$ cat src/rtl/gg_bytestream_pkg.sv
// Shared constants and FSM state encoding for the Annex-B byte-stream packer.
package gg_bytestream_pkg;

    localparam int PAD_BYTES = 4;

    typedef enum logic [1:0] {
        PK_FILL,
        PK_EMIT,
        PK_FLUSH
    } pk_state_t;

    localparam logic [7:0] EPB_BYTE  = 8'h03;
    localparam logic [7:0] ZERO_BYTE = 8'h00;

endpackage

$ cat src/rtl/gg_bytestream_packer_if.sv
// Byte-in / word-out bundle of the packer; master is the stream source and word sink.
interface gg_bytestream_packer_if
    import gg_bytestream_pkg::*;
#(
    parameter int WID = 128
);
    localparam int BYTE_WID = WID / 8;

    logic                   in_valid;
    logic                   in_ready;
    logic [7:0]             in_data;
    logic                   in_last;
    logic                   out_valid;
    logic                   out_ready;
    logic [WID-1:0]         out_bits;
    logic [8*PAD_BYTES-1:0] out_pad;
    logic [BYTE_WID-1:0]    out_nal_start;
    logic                   out_last;
    logic [15:0]            epb_count;

    modport master (
        output in_valid, in_data, in_last, out_ready,
        input  in_ready, out_valid, out_bits, out_pad, out_nal_start, out_last, epb_count
    );

    modport slave (
        input  in_valid, in_data, in_last, out_ready,
        output in_ready, out_valid, out_bits, out_pad, out_nal_start, out_last, epb_count
    );

endinterface

$ cat src/rtl/gg_epb_strip.sv
// Emulation-prevention detector: flags a 0x03 that follows two zero bytes and
// keeps the saturating zero-run length across accepted bytes.
module gg_epb_strip
    import gg_bytestream_pkg::*;
#(
    parameter bit EPB_STRIP = 1'b1
) (
    input  logic       clk,
    input  logic       reset_n,
    input  logic       byte_en,
    input  logic       clear,
    input  logic [7:0] byte_in,
    output logic       keep
);

    logic [1:0] zrun_reg;
    logic [1:0] zrun_next;
    logic       drop;

    assign drop = EPB_STRIP && (zrun_reg == 2'd2) && (byte_in == EPB_BYTE);
    assign keep = !drop;

    always_comb begin
        zrun_next = zrun_reg;
        if (clear) begin
            zrun_next = 2'd0;
        end else if (byte_en) begin
            if (drop) begin
                zrun_next = 2'd0;
            end else if (byte_in == ZERO_BYTE) begin
                zrun_next = (zrun_reg == 2'd2) ? 2'd2 : zrun_reg + 2'd1;
            end else begin
                zrun_next = 2'd0;
            end
        end
    end

    always_ff @(posedge clk or negedge reset_n) begin
        if (!reset_n) begin
            zrun_reg <= 2'd0;
        end else begin
            zrun_reg <= zrun_next;
        end
    end

endmodule

$ cat src/rtl/gg_bytestream_packer.sv
// Packs an Annex-B byte stream (EPBs optionally stripped) into WID-bit big-endian
// words, each carrying the next four stream bytes as lookahead.
module gg_bytestream_packer
    import gg_bytestream_pkg::*;
#(
    parameter int WID       = 128,
    parameter bit EPB_STRIP = 1'b1
) (
    input  logic                   clk,
    input  logic                   reset_n,
    gg_bytestream_packer_if.slave  bus
);

    localparam int BYTE_WID = WID / 8;
    localparam int DEPTH    = BYTE_WID + PAD_BYTES;
    localparam int CW       = $clog2(DEPTH + 1);

    localparam logic [CW-1:0] DEPTH_C = CW'(DEPTH);
    localparam logic [CW-1:0] BW_C    = CW'(BYTE_WID);
    localparam logic [CW-1:0] PAD_C   = CW'(PAD_BYTES);
    localparam logic [CW-1:0] ONE_C   = CW'(1);

    pk_state_t      state_reg, state_next;
    logic [7:0]     buf_reg [DEPTH];
    logic [CW-1:0]  cnt_reg, cnt_next;
    logic           first_reg, first_next;
    logic           run_reg;
    logic           clr_pend_reg, clr_pend_next;
    logic [15:0]    epb_reg, epb_next;

    logic                   in_ready;
    logic                   out_valid;
    logic                   out_last;
    logic                   in_fire;
    logic                   out_fire;
    logic                   flush_done;
    logic                   shift;
    logic                   keep;
    logic [WID-1:0]         out_bits_w;
    logic [8*PAD_BYTES-1:0] out_pad_w;

    gg_epb_strip #(
        .EPB_STRIP (EPB_STRIP)
    ) u_epb (
        .clk     (clk),
        .reset_n (reset_n),
        .byte_en (in_fire),
        .clear   (flush_done),
        .byte_in (bus.in_data),
        .keep    (keep)
    );

    // run_reg holds in_ready low until the first edge after reset release.
    assign in_ready   = run_reg && (state_reg == PK_FILL) && (cnt_reg < DEPTH_C);
    assign out_valid  = (state_reg != PK_FILL);
    assign out_last   = (state_reg == PK_FLUSH) && (cnt_reg <= BW_C);
    assign in_fire    = bus.in_valid && in_ready;
    assign out_fire   = out_valid && bus.out_ready;
    assign flush_done = out_fire && out_last;
    assign shift      = out_fire && !out_last;

    always_comb begin
        state_next = state_reg;
        cnt_next   = cnt_reg;
        first_next = first_reg;
        case (state_reg)
            PK_FILL: begin
                if (in_fire) begin
                    if (keep) begin
                        cnt_next = cnt_reg + ONE_C;
                    end
                    // A final byte always flushes, even when it is a dropped EPB.
                    if (bus.in_last) begin
                        state_next = PK_FLUSH;
                    end else if (keep && (cnt_reg == DEPTH_C - ONE_C)) begin
                        state_next = PK_EMIT;
                    end
                end
            end
            PK_EMIT: begin
                if (out_fire) begin
                    cnt_next   = PAD_C;
                    first_next = 1'b0;
                    state_next = PK_FILL;
                end
            end
            PK_FLUSH: begin
                if (out_fire) begin
                    if (out_last) begin
                        cnt_next   = '0;
                        first_next = 1'b1;
                        state_next = PK_FILL;
                    end else begin
                        cnt_next   = cnt_reg - BW_C;
                        first_next = 1'b0;
                    end
                end
            end
            default: begin
                state_next = PK_FILL;
            end
        endcase
    end

    // The count of the finished stream stays visible until the next stream's first byte.
    always_comb begin
        epb_next      = epb_reg;
        clr_pend_next = clr_pend_reg;
        if (flush_done) begin
            clr_pend_next = 1'b1;
        end else if (in_fire) begin
            clr_pend_next = 1'b0;
            if (clr_pend_reg) begin
                epb_next = keep ? 16'd0 : 16'd1;
            end else if (!keep && (epb_reg != 16'hFFFF)) begin
                epb_next = epb_reg + 16'd1;
            end
        end
    end

    always_ff @(posedge clk or negedge reset_n) begin
        if (!reset_n) begin
            state_reg    <= PK_FILL;
            cnt_reg      <= '0;
            first_reg    <= 1'b1;
            run_reg      <= 1'b0;
            clr_pend_reg <= 1'b0;
            epb_reg      <= '0;
        end else begin
            state_reg    <= state_next;
            cnt_reg      <= cnt_next;
            first_reg    <= first_next;
            run_reg      <= 1'b1;
            clr_pend_reg <= clr_pend_next;
            epb_reg      <= epb_next;
        end
    end

    always_ff @(posedge clk or negedge reset_n) begin
        if (!reset_n) begin
            for (int i = 0; i < DEPTH; i++) begin
                buf_reg[i] <= '0;
            end
        end else if (in_fire && keep) begin
            for (int i = 0; i < DEPTH; i++) begin
                if (CW'(i) == cnt_reg) begin
                    buf_reg[i] <= bus.in_data;
                end
            end
        end else if (shift) begin
            for (int i = 0; i < DEPTH - BYTE_WID; i++) begin
                buf_reg[i] <= buf_reg[i + BYTE_WID];
            end
        end
    end

    // Lanes at or beyond the fill count read as zero, which pads the tail of a flush.
    for (genvar gi = 0; gi < BYTE_WID; gi++) begin : g_bits
        assign out_bits_w[WID-1-8*gi -: 8] =
            (out_valid && (CW'(gi) < cnt_reg)) ? buf_reg[gi] : ZERO_BYTE;
    end

    for (genvar gi = 0; gi < PAD_BYTES; gi++) begin : g_pad
        assign out_pad_w[8*PAD_BYTES-1-8*gi -: 8] =
            (out_valid && (CW'(BYTE_WID + gi) < cnt_reg)) ? buf_reg[BYTE_WID + gi] : ZERO_BYTE;
    end

    assign bus.in_ready      = in_ready;
    assign bus.out_valid     = out_valid;
    assign bus.out_last      = out_last;
    assign bus.out_bits      = out_bits_w;
    assign bus.out_pad       = out_pad_w;
    assign bus.out_nal_start = (out_valid && first_reg) ? {1'b1, {(BYTE_WID-1){1'b0}}} : '0;
    assign bus.epb_count     = epb_reg;

endmodule

$ cat src/flat_wrapper.sv
// flat-port wrapper written by rule: the top's interface ports become plain ports
module gg_bytestream_packer_flat import gg_bytestream_pkg::*;
#(
    parameter int WID       = 128,
    parameter bit EPB_STRIP = 1'b1
)
  (clk, reset_n, bus_in_valid, bus_in_data, bus_in_last, bus_out_ready, bus_in_ready, bus_out_valid, bus_out_bits, bus_out_pad, bus_out_nal_start, bus_out_last, bus_epb_count);
  gg_bytestream_packer_if #(.WID(WID)) bus_i ();
  input  logic clk;
  input  logic reset_n;
  input wire logic [$bits(bus_i.in_valid)-1:0] bus_in_valid;
  input wire logic [$bits(bus_i.in_data)-1:0] bus_in_data;
  input wire logic [$bits(bus_i.in_last)-1:0] bus_in_last;
  input wire logic [$bits(bus_i.out_ready)-1:0] bus_out_ready;
  output wire logic [$bits(bus_i.in_ready)-1:0] bus_in_ready;
  output wire logic [$bits(bus_i.out_valid)-1:0] bus_out_valid;
  output wire logic [$bits(bus_i.out_bits)-1:0] bus_out_bits;
  output wire logic [$bits(bus_i.out_pad)-1:0] bus_out_pad;
  output wire logic [$bits(bus_i.out_nal_start)-1:0] bus_out_nal_start;
  output wire logic [$bits(bus_i.out_last)-1:0] bus_out_last;
  output wire logic [$bits(bus_i.epb_count)-1:0] bus_epb_count;
  assign bus_i.in_valid = bus_in_valid;
  assign bus_i.in_data = bus_in_data;
  assign bus_i.in_last = bus_in_last;
  assign bus_i.out_ready = bus_out_ready;
  assign bus_in_ready = bus_i.in_ready;
  assign bus_out_valid = bus_i.out_valid;
  assign bus_out_bits = bus_i.out_bits;
  assign bus_out_pad = bus_i.out_pad;
  assign bus_out_nal_start = bus_i.out_nal_start;
  assign bus_out_last = bus_i.out_last;
  assign bus_epb_count = bus_i.epb_count;
  gg_bytestream_packer #(.WID(WID), .EPB_STRIP(EPB_STRIP)) u_core (.clk(clk), .reset_n(reset_n), .bus(bus_i));
endmodule
$ cat config.mk
export PLATFORM = sky130hd
export DESIGN_NAME = gg_bytestream_packer_flat
export DESIGN_NICKNAME = d
export VERILOG_FILES = /design/src/rtl/gg_bytestream_pkg.sv /design/src/rtl/gg_bytestream_packer_if.sv /design/src/rtl/gg_epb_strip.sv /design/src/rtl/gg_bytestream_packer.sv /design/src/flat_wrapper.sv
export SDC_FILE = /design/constraint.sdc
export NUM_CORES = 1
export LEC_CHECK = 0
export CAP_MARGIN = 5
export CORE_MARGIN = 2
export CORE_UTILIZATION = 45
export DETAILED_ROUTE_END_ITERATION = 16
export GPL_ROUTABILITY_DRIVEN = 0
export PLACE_DENSITY = 0.72
export RECOVER_POWER = 25
export SYNTH_ARGS = -nofsm -noshare
export SYNTH_HDL_FRONTEND = slang
export SYNTH_SLANG_ARGS = --single-unit
$ cat constraint.sdc
create_clock -name clk -period 2.7 [get_ports clk]
set_clock_uncertainty 0.2 [all_clocks]
set_input_delay 0.54 -clock clk [delete_from_list [all_inputs] [get_ports clk]]
set_output_delay 0.54 -clock clk [all_outputs]
set_load 0.005 [all_outputs]
== Word-level counts from Yosys, hierarchy flattened ==
Index checks and enable logic that the tools add are counted.

* Add/sub/neg operators: 4
* Magnitude comparators: 22
* Equal/unequal tests: 35
* Mux-type cells: 54
* Bitwise operators: 1
* Reduce and logical (&&, ||, !) cells: 67

{| class="wikitable"
|+ Operator list
! kind !! count
|-
| two-way mux 8 bit || 24
|-
| two-way mux 32 bit || 2
|-
| two-way mux 16 bit || 3
|-
| == test 4 x 5 -> 1 bit, first input constant || 8
|-
| less-than comparator 4 x 5 -> 1 bit, first input constant || 8
|-
| AND reduction 2 bit || 20
|-
| logical AND 1 bit || 32
|-
| two-way mux 5 bit || 5
|-
| two-way mux 2 bit || 11
|-
| == test 3 x 5 -> 1 bit, first input constant || 4
|-
| == test 5 bit, first input constant || 4
|-
| less-than comparator 3 x 5 -> 1 bit, first input constant || 4
|-
| less-than comparator 5 bit, first input constant || 4
|-
| adder 16 x 1 -> 16 bit, second input constant || 1
|-
| != test 16 bit, second input constant || 1
|-
| case mux 5 bit (3 select lines) || 1
|-
| == test 2 x 5 -> 1 bit, first input constant || 2
|-
| less-than comparator 1 x 5 -> 1 bit, first input constant || 2
|-
| less-than comparator 2 x 5 -> 1 bit, first input constant || 2
|-
| != test 2 bit, second input constant || 5
|-
| AND reduction 5 bit || 2
|-
| nonzero test 2 bit || 5
|-
| == test 8 x 2 -> 1 bit, second input constant || 1
|-
| zero test 8 bit || 1
|-
| 20 further kinds || 31
|}

* Register bits: 188
* Input bits: 13
* Output and inout port bits: 195
* Logic and storage cells: 210

== Longest topological paths before layout ==
* Word-level depth: 8
* Depth in mapped cells: 9

== By module ==
From an unflattened synthesis, not the netlist that was laid out.

* Cells, all modules: 891
* Area, all modules: 9,728.1 µm²

{| class="wikitable"
|+ Modules (own cells, without submodules)
! module !! instances !! cells an instance !! area each (µm²)
|-
| gg_bytestream_packer || 1 || 878 || 9,589.2
|-
| gg_epb_strip || 1 || 13 || 138.9
|}

== Worst setup path before layout ==
Ideal clock, no wire load.

* Kind: register to output
* Start: register u_core.cnt_reg[3]
* End: output port bus_out_bits[16]
* Arrival time: 1,628 ps
* Required time: 1,960 ps
* Setup slack: 332 ps
* Stages on the path, launching flop included: 6
* Path through: dfrtp_1 buf_1 buf_1 nand3_1 a21oi_1 and2_1

* Word-level cells in the longest chain between the ends: 3

{| class="wikitable"
|+ RTL lines
! what !! RTL line !! RTL
|-
| start, declared || gg_bytestream_packer.sv:25 || <nowiki>logic [CW-1:0] cnt_reg, cnt_next;</nowiki>
|-
| start signal, assigned || gg_bytestream_packer.sv:131 || <nowiki>cnt_reg <= cnt_next;</nowiki>
|-
| less-than comparator 4 x 5 -> 1 bit || gg_bytestream_packer.sv:160 || <nowiki>(out_valid && (CW'(gi) < cnt_reg)) ? buf_reg[gi] : ZERO_BYTE;</nowiki>
|-
| logical AND 1 bit || gg_bytestream_packer.sv:160 ||
|-
| two-way mux 8 bit || gg_bytestream_packer.sv:160 ||
|-
| end, declared || flat_wrapper.sv:17 || <nowiki>output wire logic [$bits(bus_i.out_bits)-1:0] bus_out_bits;</nowiki>
|}

Every way passes these cells.

== Final worst setup path ==
* Start: register u_core.state_reg[0]
* End: output port bus_out_pad[31]

* Word-level cells in the longest chain between the ends: 3

{| class="wikitable"
|+ RTL lines
! what !! RTL line !! RTL
|-
| start, declared || gg_bytestream_packer.sv:23 || <nowiki>pk_state_t state_reg, state_next;</nowiki>
|-
| start signal, assigned || gg_bytestream_packer.sv:130 || <nowiki>state_reg <= state_next;</nowiki>
|-
| nonzero test 2 bit || gg_bytestream_packer.sv:55 || <nowiki>assign out_valid = (state_reg != PK_FILL);</nowiki>
|-
| logical AND 1 bit || gg_bytestream_packer.sv:165 || <nowiki>(out_valid && (CW'(BYTE_WID + gi) < cnt_reg)) ? buf_reg[BYTE_WID + gi] : ZERO_BYTE;</nowiki>
|-
| two-way mux 8 bit || gg_bytestream_packer.sv:165 ||
|-
| end, declared || flat_wrapper.sv:18 || <nowiki>output wire logic [$bits(bus_i.out_pad)-1:0] bus_out_pad;</nowiki>
|}

Every way passes these cells.

==> impl_metrics.yaml <==
run_status:
  outcome: "complete, but fails checks"
  failed_checks: "negative setup slack"
global_routing:
  grt_usage_pct: 25.6
  grt_start_max_net_pins: 53
  grt_remaining_overflow: 0
  grt_antenna_before_repair: 0
  grt_first_pass_wirelength_um: 44100
  grt_pass1_vias: 8042
logic_synthesis:
  post_synth_instance_area_sq_um: 9680
  post_synth_num_cell_types: 59
  ys_dominant_reg_cell: "dfrtp_1"
  synth_async_sr_flop_share_pct: 100
  synth.yosys.seq_area_share_pct: 48.6
  synth-warning-count: 0
  count_of_flip_flops_with_a_built_in_enable_after_synthesis: 0
  synth_cells: 882
  syn_avg_cell_area_sq_um: 11.0
  synth-seq-cells: 188
power_and_ir_drop:
  leakagePower_nw: 7.25
  power-per-cell-area_nw_per_um2: 926
  vdd_drop_max_mv: 0.563
critical_path:
  arrival_ns: 2.05
  critical_path_peak_fanout: 4
  critical_path.startpoint_type: "flip-flop"
  critical_path.endpoint_type: "output pin"
  critPathRequiredTime_ns: 1.96
  critical_path_class: "flip-flop to output pin"
  worst_reg2reg_path_length_in_cells: 9
final_layout:
  regArea_sq_um: 4710
  final_core_util_pct: 64.6
  flow.area_growth_from_synthesis_pct: 40.7
  number_of_flip_flops_in_the_largest_register: 160
  multi_input_area_sq_um: 4890
  final.fill_count: 1694
  diodes: 0
  finish.net_count: 1205
  post_route_cells_drive_above_1_share_pct: 41.0
  layout.cells.most_common_list: "dfrtp_1, mux2_2, and2_1"
  commonest_non_fill_non_tap_cell_in_the_layout: "dfrtp_1"
cts:
  cts-buffers-inserted: 17
  ctsLongestPathBuffers: 2
  cts.sink_count: 188
  clock-root-buffer: "clkbuf_16"
  worst_setup_hold_path_clk_slew_ns: 0.08
  htree_levels: 4
  cts_tree: "done"
  worst_skew_pair.late_latency_ns: 0.44
detailed_routing:
  drt_iter0_drc: 480
  ant_nets: 0
  drt-vias-per-instance: 5.44
  drt_first_pass_iters: 5
  wl_per_cell_um: 19.7
  dr_total_vias: 8007
  routed_wl_um: 29000
  drc_viols: 0
die:
  design.die.area_sq_um: 22700
  core_area_sq_um: 21100
  num_io_pins: 208
  start_util_pct: 45.9
  dieWidth_um: 151
  die_height_um: 151
  fp-row-count: 53
timing:
  finalCritPeriodShare_pct: 103
  max_slew_margin_pct: 8.55
  final_report_max_slew_violation_count: 0
  rsz0062_at_grt: "yes"
  final.hold.worst_slack_ns: 0.291
  final_critical_path_setup_slack_ns: -0.0874
  timing.final.hold_violations: 0
  post-route-min-period_ns: 2.79
  finalSetupViolations: 20
  worst_pin_slew_ns: 1.37
  maxClockFrequency_mhz: 359
place:
  place_ws_ns: -0.456
  port-buffer-count: 192
  post_detail_place_hpwl_um: 19000
job:
  timing.max_cap.violations: 0
worst_hold_path:
  min-delay-path-class: "flip-flop to flip-flop"
  hold-path-cell-count: 1
==> critical path, stage by stage (launching register included) <==
cell and delay, ns:
dfrtp_1 0.37, inv_2 0.06, ha_4 0.19, inv_4 0.09
nand2_8 0.07, buf_6 0.11, a31oi_1 0.13, buf_4 0.16
buf_6 0.12, buf_6 0.09, and2_4 0.12, buf_6 0.09
==> logic make-up after synthesis <==
family	share of synthesized area [%]
AOI/OAI and AO/OA	6.96
adders and majority gates	1.16
buffers and inverters	5.04
DFF	48.6
muxes	18.8
other	0.0776
and+or+nand+nor	19.3
==> metrics by stage <==
step                area, sq um  instances  total power [mW]  setup TNS [ns]
finish                    13600       1471              12.6          -0.590
global placement          12500       1384              8.68          -52.16
floorplan                  9740        896              6.37               0
CTS                       13500       1450              12.0           -2.83
global route              13600       1471              13.3           -6.69
detailed placement        12500       1384              8.81          -59.99
==> metal layers <==
metal | track usage (%) | vias up | routed length, um
met5 | 0 | - | 0
met4 | 9.21 | 0 | 830
met3 | 4.61 | 68 | 1620
met2 | 43.3 | 304 | 14600
met1 | 33.2 | 4003 | 11900
li1 | - | 3632 | -
==> area by class of cell <==
cell class              count  share of cell area (%)
well taps                 275                    2.53
multi-input cells         601                    35.9
clock buffers              17                    3.12
repair buffers            332                    21.3
inverters                  43                    1.20
flip-flops and latches    188                    34.6
clock inverters            15                    1.41
==> worst paths after layout <==
path | from | to | slack (ns)
min reg2reg | u_core.buf_reg[87] | u_core.buf_reg[87] | 0.29
max in group asynchronous | reset_n | u_core.buf_reg[97] | 0.26
max | u_core.state_reg[0] | bus_out_pad[31] | -0.09
max reg2reg | u_core.state_reg[1] | u_core.bus.epb_count[5] | 0.08
min | u_core.buf_reg[87] | u_core.buf_reg[87] | 0.29
min in group asynchronous | reset_n | u_core.buf_reg[129] | 0.75
==> timing repair <==
action	CTS	global route
hold endpoints to repair	46	0
gates cloned	1	2
hold buffers	1	0
pin swaps	14	26
setup buffers	32	22
resized for setup	326	203
endpoints found under the setup margin	163	201
==> synth_stat cells, types with 4 or more instances <==
| library cell | number | area share (%) |
|---|---|---|
| nand2b_1 | 4 | 0.26 |
| nor2_1 | 28 | 1.1 |
| mux2_1 | 6 | 0.70 |
| nand4_2 | 7 | 0.90 |
| nand3_1 | 13 | 0.67 |
| a21oi_1 | 49 | 2.5 |
| buf_2 | 12 | 0.62 |
| clkbuf_1 | 29 | 1.1 |
| ha_1 | 9 | 1.2 |
| nor4_1 | 4 | 0.26 |
| nor3_1 | 21 | 1.1 |
| nand2_1 | 28 | 1.1 |
| o21ai_0 | 9 | 0.47 |
| buf_1 | 6 | 0.23 |
| inv_1 | 43 | 1.7 |
| mux2i_1 | 36 | 3.7 |
| o211ai_1 | 6 | 0.47 |
| and2_1 | 148 | 9.6 |
| and3_1 | 23 | 1.5 |
| buf_4 | 15 | 1.2 |
| mux2_2 | 124 | 14 |
| dfrtp_1 | 187 | 48 |
| a221o_1 | 5 | 0.52 |
| and4_1 | 4 | 0.36 |
| nand4_1 | 8 | 0.52 |
| a31oi_1 | 4 | 0.26 |
| nor2b_1 | 4 | 0.26 |
==> power by group <==
group | switching, mW | internal (mW)
registers | 0.493 | 3.64
clock network | 1.30 | 1.26
logic | 2.73 | 3.19
Power figures use the tool's default switching activity.
